==> config.mk <==
export PLATFORM = sky130hd
export DESIGN_NAME = bpm_frame_sequencer
export DESIGN_NICKNAME = d
export VERILOG_FILES = /design/src/rtl/bpm_frame_sequencer.sv
export SDC_FILE = /design/constraint.sdc
export NUM_CORES = 1
export LEC_CHECK = 0
export CAP_MARGIN = 40
export CORE_ASPECT_RATIO = 0.8
export CORE_MARGIN = 2
export CORE_UTILIZATION = 30
export DETAILED_ROUTE_END_ITERATION = 6
export PLACE_DENSITY_LB_ADDON = 0.05
export REMOVE_ABC_BUFFERS = 1
export SYNTH_ARGS = -nofsm -noshare
export SYNTH_HDL_FRONTEND = slang
export SYNTH_SLANG_ARGS = --single-unit
==> constraint.sdc <==
create_clock -name clk -period 5.05 [get_ports clk]
set_clock_uncertainty 0.15 [all_clocks]
set_input_delay 1.01 -clock clk [delete_from_list [all_inputs] [get_ports clk]]
set_output_delay 1.01 -clock clk [all_outputs]
set_load 0.02 [all_outputs]
==> src/rtl/bpm_frame_sequencer.sv <==
// Captures the four integrated BPM sums at the end of each bunch train, scales and saturates them,
// and serialises them over valid/ready. Define BPM_SEQ_ROUND_EN to round half up before the shift.
module bpm_frame_sequencer #(
   parameter int unsigned N_BUNCH = 4,
   parameter int unsigned SHIFT   = 2,
   parameter int unsigned OUT_W   = 14,
   parameter int unsigned SETTLE  = 2
) (
   input  logic                    clk,
   input  logic                    rst_n,
   input  logic                    bunch_strb,
   input  logic                    dac_cond,
   input  logic signed [16:0]      bpm1_i_int,
   input  logic signed [16:0]      bpm1_q_int,
   input  logic signed [16:0]      bpm2_i_int,
   input  logic signed [16:0]      bpm2_q_int,
   output logic signed [OUT_W-1:0] out_data,
   output logic [1:0]              out_chan,
   output logic                    out_valid,
   input  logic                    out_ready,
   output logic                    out_last,
   output logic                    short_train,
   output logic                    overrun,
   input  logic                    ovr_clr,
   output logic [15:0]             frame_cnt
);

   typedef enum logic [1:0] {StIdle, StTrain, StSettle, StEmit} state_e;

   localparam int unsigned CntW = $clog2(N_BUNCH + 1);
   localparam logic signed [17:0] SatMax = 18'((1 << (OUT_W - 1)) - 1);
   localparam logic signed [17:0] SatMin = -SatMax - 18'sd1;
`ifdef BPM_SEQ_ROUND_EN
   localparam int unsigned RndSh = (SHIFT > 0) ? SHIFT - 1 : 0;
   localparam logic signed [17:0] RndAdd = (SHIFT > 0) ? 18'(1 << RndSh) : 18'sd0;
`endif

   state_e                  state_q;
   logic [CntW-1:0]         cnt_q;
   logic [7:0]              tmr_q;
   logic                    short_pend_q;
   logic signed [OUT_W-1:0] hold_q [4];
   logic signed [OUT_W-1:0] out_data_q;
   logic [1:0]              out_chan_q;
   logic                    out_valid_q;
   logic                    out_last_q;
   logic                    short_train_q;
   logic                    overrun_q;
   logic [15:0]             frame_cnt_q;

   logic                    hs;
   logic                    last_hs;
   logic                    ovr_set;
   logic [CntW-1:0]         cnt_inc;
   logic [1:0]              chan_inc;
   logic signed [OUT_W-1:0] sc [4];

   // 18-bit intermediate keeps the rounding add from overflowing
   function automatic logic signed [OUT_W-1:0] scale(input logic signed [16:0] s);
      logic signed [17:0] w;
      w = $signed({s[16], s});
`ifdef BPM_SEQ_ROUND_EN
      w = w + RndAdd;
`endif
      w = w >>> SHIFT;
      if (w > SatMax) begin
         scale = SatMax[OUT_W-1:0];
      end else if (w < SatMin) begin
         scale = SatMin[OUT_W-1:0];
      end else begin
         scale = w[OUT_W-1:0];
      end
   endfunction

   assign sc[0]    = scale(bpm1_i_int);
   assign sc[1]    = scale(bpm1_q_int);
   assign sc[2]    = scale(bpm2_i_int);
   assign sc[3]    = scale(bpm2_q_int);
   assign hs       = out_valid_q & out_ready;
   assign last_hs  = hs & (out_chan_q == 2'd3);
   assign cnt_inc  = cnt_q + CntW'(1);
   assign chan_inc = out_chan_q + 2'd1;
   // A strobe on the final handshake starts the next train, so it is not an overrun
   assign ovr_set  = bunch_strb & ((state_q == StSettle) | ((state_q == StEmit) & ~last_hs));

   always_ff @(posedge clk or negedge rst_n) begin
      if (!rst_n) begin
         state_q       <= StIdle;
         cnt_q         <= '0;
         tmr_q         <= '0;
         short_pend_q  <= 1'b0;
         hold_q        <= '{default: '0};
         out_data_q    <= '0;
         out_chan_q    <= '0;
         out_valid_q   <= 1'b0;
         out_last_q    <= 1'b0;
         short_train_q <= 1'b0;
         overrun_q     <= 1'b0;
         frame_cnt_q   <= '0;
      end else begin
         if (ovr_set) begin
            overrun_q <= 1'b1;
         end else if (ovr_clr) begin
            overrun_q <= 1'b0;
         end

         unique case (state_q)
            StIdle: begin
               if (bunch_strb) begin
                  cnt_q        <= CntW'(1);
                  short_pend_q <= 1'b0;
                  if (N_BUNCH == 1) begin
                     state_q <= StSettle;
                     tmr_q   <= 8'(SETTLE - 1);
                  end else begin
                     state_q <= StTrain;
                  end
               end
            end
            StTrain: begin
               if (bunch_strb) begin
                  cnt_q <= cnt_inc;
                  if (cnt_inc == CntW'(N_BUNCH)) begin
                     state_q      <= StSettle;
                     tmr_q        <= 8'(SETTLE - 1);
                     short_pend_q <= 1'b0;
                  end
               end else if (dac_cond) begin
                  state_q      <= StSettle;
                  tmr_q        <= 8'd0;
                  short_pend_q <= 1'b1;
               end
            end
            StSettle: begin
               if (tmr_q == 8'd0) begin
                  hold_q        <= sc;
                  out_data_q    <= sc[0];
                  out_chan_q    <= 2'd0;
                  out_valid_q   <= 1'b1;
                  out_last_q    <= 1'b0;
                  short_train_q <= short_pend_q;
                  cnt_q         <= '0;
                  state_q       <= StEmit;
               end else begin
                  tmr_q <= tmr_q - 8'd1;
               end
            end
            StEmit: begin
               if (last_hs) begin
                  out_valid_q <= 1'b0;
                  out_last_q  <= 1'b0;
                  frame_cnt_q <= frame_cnt_q + 16'd1;
                  if (bunch_strb) begin
                     cnt_q        <= CntW'(1);
                     short_pend_q <= 1'b0;
                     if (N_BUNCH == 1) begin
                        state_q <= StSettle;
                        tmr_q   <= 8'(SETTLE - 1);
                     end else begin
                        state_q <= StTrain;
                     end
                  end else begin
                     state_q <= StIdle;
                  end
               end else if (hs) begin
                  out_chan_q <= chan_inc;
                  out_data_q <= hold_q[chan_inc];
                  out_last_q <= (chan_inc == 2'd3);
               end
            end
            default: state_q <= StIdle;
         endcase
      end
   end

   assign out_data    = out_data_q;
   assign out_chan    = out_chan_q;
   assign out_valid   = out_valid_q;
   assign out_last    = out_last_q;
   assign short_train = short_train_q;
   assign overrun     = overrun_q;
   assign frame_cnt   = frame_cnt_q;

endmodule
Word level (Yosys, flattened, before mapping) --
Cells that the tools add are included.
Word-level totals: bits of input ports 74, logic and storage cells 118, output and inout bits 36, bits in registers 106
Operators by class: multiplexer cells 52, reduce and logical (&&, ||, !) cells 15, magnitude comparators 9, bitwise operators 7, add/subtract/negate cells 4, equality and inequality tests 16
Operators with widths (number):
- two-way mux 14 bit | 13
- > comparator 15 x 14 -> 1 bit, second input constant | 4
- less-than comparator 15 x 14 -> 1 bit, second input constant | 4
- two-way mux 8 bit | 4
- binary-select mux 14 bit (select 2 bit) | 1
- one-hot mux 14 bit (2 select lines) | 1
- two-way mux 2 bit | 9
- adder 16 x 1 -> 16 bit, second input constant | 1
- one-hot mux 8 bit (2 select lines) | 1
- two-way mux 1 bit | 13
- two-way mux 3 bit | 4
- inequality test 2 bit, second input constant | 6
- one-hot mux 3 bit (4 select lines) | 1
- AND reduction 4 bit | 3
- inequality test 3 bit, second input constant | 3
- AND reduction 3 bit | 3
- == test 2 bit, second input constant | 4
- zero test 8 bit | 1
- one-hot mux 2 bit (4 select lines) | 1
- subtractor 8 x 1 -> 8 bit, second input constant | 1
- nonzero test 2 bit | 3
- AND reduction 5 bit | 1
- AND 1 bit | 4
- one-hot mux 1 bit (2 select lines) | 2
- other kinds (14) | 15

Longest topological paths before layout --
word-level depth 8, mapped depth 9

Worst setup path after synthesis --
Ideal clock, no wire load.
path type register to register, start point register out_chan_q[0], in the netlist out_chan[0], end point register out_data_q[3], in the netlist out_data[3], path slack 2351 ps, arrival time 2430 ps, stages on the path, launching flop included 10, setup time 119 ps, path buffers 3, path through dfrtp_1 buf_2 buf_2 inv_1 ha_1 clkbuf_1 mux4_2 nand2_1 o211ai_1 o21a_1
Between the ends: word-level cells in the longest chain between the ends 8, elaborated cells between the ends (all ways) 12, those cells by class add/sub (1); eq/ne (2); mux (6); bitwise (2); reduce/logical (1)
Ends and longest elaborated chain:
- from (decl) | RTL line 44 | logic [1:0] out_chan_q;
- from (signal assigned) | RTL line 166 | out_chan_q <= chan_inc;
- adder 2 x 1 -> 2 bit | RTL line 82 | assign chan_inc = out_chan_q + 2'd1;
- inverter 2 -> 3 bit (not written as such) | RTL line 167 | out_data_q <= hold_q[chan_inc];
- binary-select mux 14 bit (select 2 bit) | RTL line 167
- two-way mux 14 bit (not written as such) (2 in a row) | RTL line 167
- two-way mux 14 bit | RTL line 165 | end else if (hs) begin
- two-way mux 14 bit | RTL line 149 | if (last_hs) begin
- one-hot mux 14 bit (2 select lines) | RTL line 107 | unique case (state_q)
- to (signal assigned) | RTL line 137 | out_data_q <= sc[0];
- to (signal assigned) | RTL line 167
- to (decl) | RTL line 43 | logic signed [OUT_W-1:0] out_data_q;
Parallel ways exist; a longest one is shown, timed or not. The select of a mux whose other input is x is not followed. A chain may end at the register's enable or synchronous reset.

Worst setup path in the final report --
start point input out_ready, end point register out_data_q[2], in the netlist out_data[2]
Between the ends: word-level cells in the longest chain between the ends 4, elaborated cells between the ends (all ways) 5, those cells by class eq/ne (2); bitwise (2); reduce/logical (1)
Ends and longest elaborated chain:
- from (decl) | RTL line 20 | input logic out_ready,
- AND 1 bit (*) | RTL line 79 | assign hs = out_valid_q & out_ready;
- AND 1 bit | RTL line 80 | assign last_hs = hs & (out_chan_q == 2'd3);
- inequality test 2 bit (no line)
- AND reduction 4 bit (no line) (*)
Mark *: on every way between the ends. The rest lies on a longest branch, timed or not.

==> results summary <==
Setup repair after global routing left no endpoint under its margin. The first-iteration detailed-routing DRC count came out at 193. At the later pin of the worst-skew pair, clock insertion delay measures 0.35 ns. For this run, the slowest stage of the critical path takes 0.57 ns. The total half-perimeter wirelength after legalization and detailed placement came out at 9.85 mm. The worst hold path belongs to the class flip-flop to flip-flop. The cell count after synthesis came out at 549. Yosys attributes the largest share of cell area to dfrtp_1 (49%), nand2_1 (8.5%), o21ai_0 (8.1%), mux4_2 (5.8%), mux2_2 (3.9%). After clock tree synthesis, the clock-pin slew on the worst setup and hold paths is 0.07 ns. The first detailed-routing pass took 5 iterations. The number of antenna violations at the first check in global routing is 0. The root cell of the clock tree is clkbuf_16. Buffers placed on the I/O ports in this run total 101. In this run the static leakage power is 2.96 nW. The maximum net fanout on the critical path is 18. The flow ran to the end, and the final reports show no timing, DRC or antenna violations. Global routing used 15.8% of the available tracks. The power per standard cell area is 555 mW/mm^2. The average vias per placed instance came out at 4.90. The required time of the worst setup path is 5.15 ns. The area share of the largest cell type after synthesis came out at 48.6%. Static timing analysis puts the maximum clock frequency at 0.325 GHz. The core box area came out at 0.0180 sq mm. Buffers added to address setup during post-CTS repair amount to 0. The kind of end point of the critical path is a flip-flop. In the final design database the tool counted 725 nets. Counting flops with a built-in enable in the synthesized netlist gives 0. The critical path goes through clkdlybuf4s50_1, nand2_1, or2_2, a211oi_4, buf_4, o211ai_1, o21a_1. The x dimension of the die is 155 microns. The maximum number of pins on one net before global-route repair is 62. The share of layout cells above drive strength 1 came out at 10.4%.

The post-route fraction of the period consumed by the critical path is 60.9%. At the end of routability-driven placement, the weighted congestion stood at 0.778. The setup-violating endpoint count in the final report came out at 0.

The synthesized area per cell came out at 9.93 sq um. The number of buffers added to fix hold violations after cts is 0. By count the netlist is led by nand2_1 (124), dfrtp_1 (106), o21ai_0 (88). Setup total negative slack on the finished layout was measured at 0 ns. In this design, the largest share of critical-path delay is due to buffers and inverters. The kind of critical path is input pin to flip-flop. The critical path contains buffers and inverters numbering 2 combined.

Yosys printed 0 warnings. For this design, the sink count on the clock tree is 106. The arrival time at the worst endpoint is 3.17 ns. The total count of max-transition violations in the final report was 0. The distinct cell type count after synthesis came out at 44. CTS built an H-tree with a depth of 3. The number of global-route vias before repair came out at 4309.

The transition at the pin with the smallest max-transition slack came out at 0.899 ns. The part of the Yosys area used for sequential elements came out at 48.6%. The maximum vdd ir drop came out at 0.173 mV.

The slowest stage of the critical path belongs to the cell a211oi_4. The worst slew margin relative to its limit came out at 39.9%. The clock passes through at most 2 buffers. The first global-routing pass estimated 23.6 mm of wire. The CTS tree is built. The floorplan die area came out at 0.0193 sq mm.

Of all cell types, the one taking the most synthesized area is dfrtp_1. The max-cap violation count is 0. The number of buffers added by the clock tree synthesis step came out at 9. The cell row count came out at 44.

110 I/O pins were placed. By instance count, the leading cell after synthesis is nand2_1. The overall overflow remaining after global route came out at 0. The number of storage elements in the synthesis netlist came out at 106.

The count of final hold-check violations came out at 0. The initial core utilization is 30.3%. The top flip-flop cell by instance count after synthesis is dfrtp_1. The repair_antennas step left the layout with diodes totalling 0. The post-cts gate resize count is 0.

The DRC violation count after routing came out at 0. The netlist area before placement came out at 0.00545 sq mm. The average wire per standard cell is 16.6 microns.

The share of synthesized flip-flops with an asynchronous set or reset came out at 100%. The final antenna-violating net count came out at 0. The routed wire length came out at 14.5 mm. The final-layout worst hold slack is 0.319 ns. The via count is 4279.

The height of the die is 125 microns. The shortest clock period the worst path allows after layout is 3.08 ns. The area growth from synthesis to layout is 28.9%.

The setup slack of the most critical reg-to-reg path came out at 2.35 ns. The worst setup path is launched from an input pin.
through the flow:
step	power, mW	setup slack, ns	std cells	utilization (%)	area (sq um)
floorplan	2.57	1.10	516	-	5320
global placement	3.15	1.56	856	37.1	6680
detailed placement	3.19	1.58	858	37.3	6720
CTS	3.96	1.95	873	39.0	7030
global route	4.20	1.79	873	39.0	7030
finish	3.90	1.97	873	39.0	7030
worst paths after layout:
path | from | to | cells after the start
min in group asynchronous | rst_n | overrun$_DFFE_PN0P_ | 1
min reg2reg | frame_cnt[15]$_DFFE_PN0P_ | frame_cnt[15]$_DFFE_PN0P_ | 1
max | out_ready | out_data[2]$_DFFE_PN0P_ | 7
max reg2reg | out_chan[0]$_DFFE_PN0P_ | out_data[11]$_DFFE_PN0P_ | 7
max in group asynchronous | rst_n | hold_q[41]$_DFFE_PN0P_ | 2
min | frame_cnt[15]$_DFFE_PN0P_ | frame_cnt[15]$_DFFE_PN0P_ | 1
per-layer routing:
metal	global-route usage, %	up-vias	routed length [microns]
li1	-	2107	-
met1	22.4	2043	7150
met2	24.3	115	6450
met3	3.62	14	674
met4	4.30	0	195
met5	0	-	0
area by class of cell:
class                           count  area, sq um
Multi-Input combinational cell    397         2610
Timing Repair Buffer              112         1120
Clock buffer                        9          225
Clock inverter                      6         82.6
Fill cell                        1771        11000
Inverter                           13         48.8
Sequential cell                   106         2650
Tap cell                          230          288
cell families (layout without fill, tap and decap cells):
logic type	count (synthesis)	in the layout	synth area share [%]
compound gates	138	138	15.3
flops	106	106	48.6
fa+ha+maj	25	25	5.14
xor+xnor	20	20	3.21
buf+inv	46	140	3.42
mux	36	36	10.3
simple gates	178	178	14.0
power breakdown:
group          switching, mW  total (mW)  internal [mW]  leakage [nW]
Sequential             0.222        1.43           1.21          1.28
Clock                  0.321       0.751          0.430         0.151
Combinational          0.888        1.71          0.825          1.53
Total                   1.43        3.90           2.47          2.96
layout by cell type (no fill, tap or decap), types with 2 or more instances in the layout:
| master | netlist | routed |
|---|---|---|
| nand4_1 | 8 | 8 |
| a2bb2oi_1 | 2 | 2 |
| clkbuf_16 | 0 | 9 |
| bufinv_16 | 0 | 2 |
| a31oi_1 | 3 | 3 |
| xnor2_1 | 12 | 12 |
| maj3_1 | 13 | 13 |
| mux2_2 | 19 | 19 |
| clkinv_2 | 0 | 3 |
| nand2_1 | 124 | 124 |
| inv_1 | 13 | 13 |
| nand2b_1 | 2 | 2 |
| o211ai_1 | 14 | 14 |
| nor3_1 | 2 | 2 |
| o21a_1 | 13 | 13 |
| o21ai_0 | 88 | 88 |
| nor2_1 | 20 | 20 |
| buf_4 | 0 | 10 |
| nand3_1 | 9 | 9 |
| mux2i_1 | 3 | 3 |
| ha_1 | 12 | 12 |
| and4_1 | 2 | 2 |
| clkdlybuf4s50_1 | 0 | 100 |
| mux4_2 | 14 | 14 |
| or2_2 | 3 | 3 |
| dfrtp_1 | 106 | 106 |
| a21oi_1 | 6 | 6 |
| xor2_1 | 8 | 8 |
| and3_1 | 3 | 3 |
worst reg2reg max path: stages (launching register included):
cell and delay, ns:
dfrtp_1 0.35, buf_4 0.36, inv_1 0.09, ha_1 0.88
mux4_2 0.42, nand2_1 0.08, o211ai_1 0.12, o21a_1 0.15
registers in the layout, indices dropped and copies added (netlist names), 2 cells and up:
register and flops:
frame_cnt 16, hold_q 56, tmr_q 8, state_q 2, out_chan 2, cnt_q 3, out_data 14
Power figures use the tool's default switching activity.
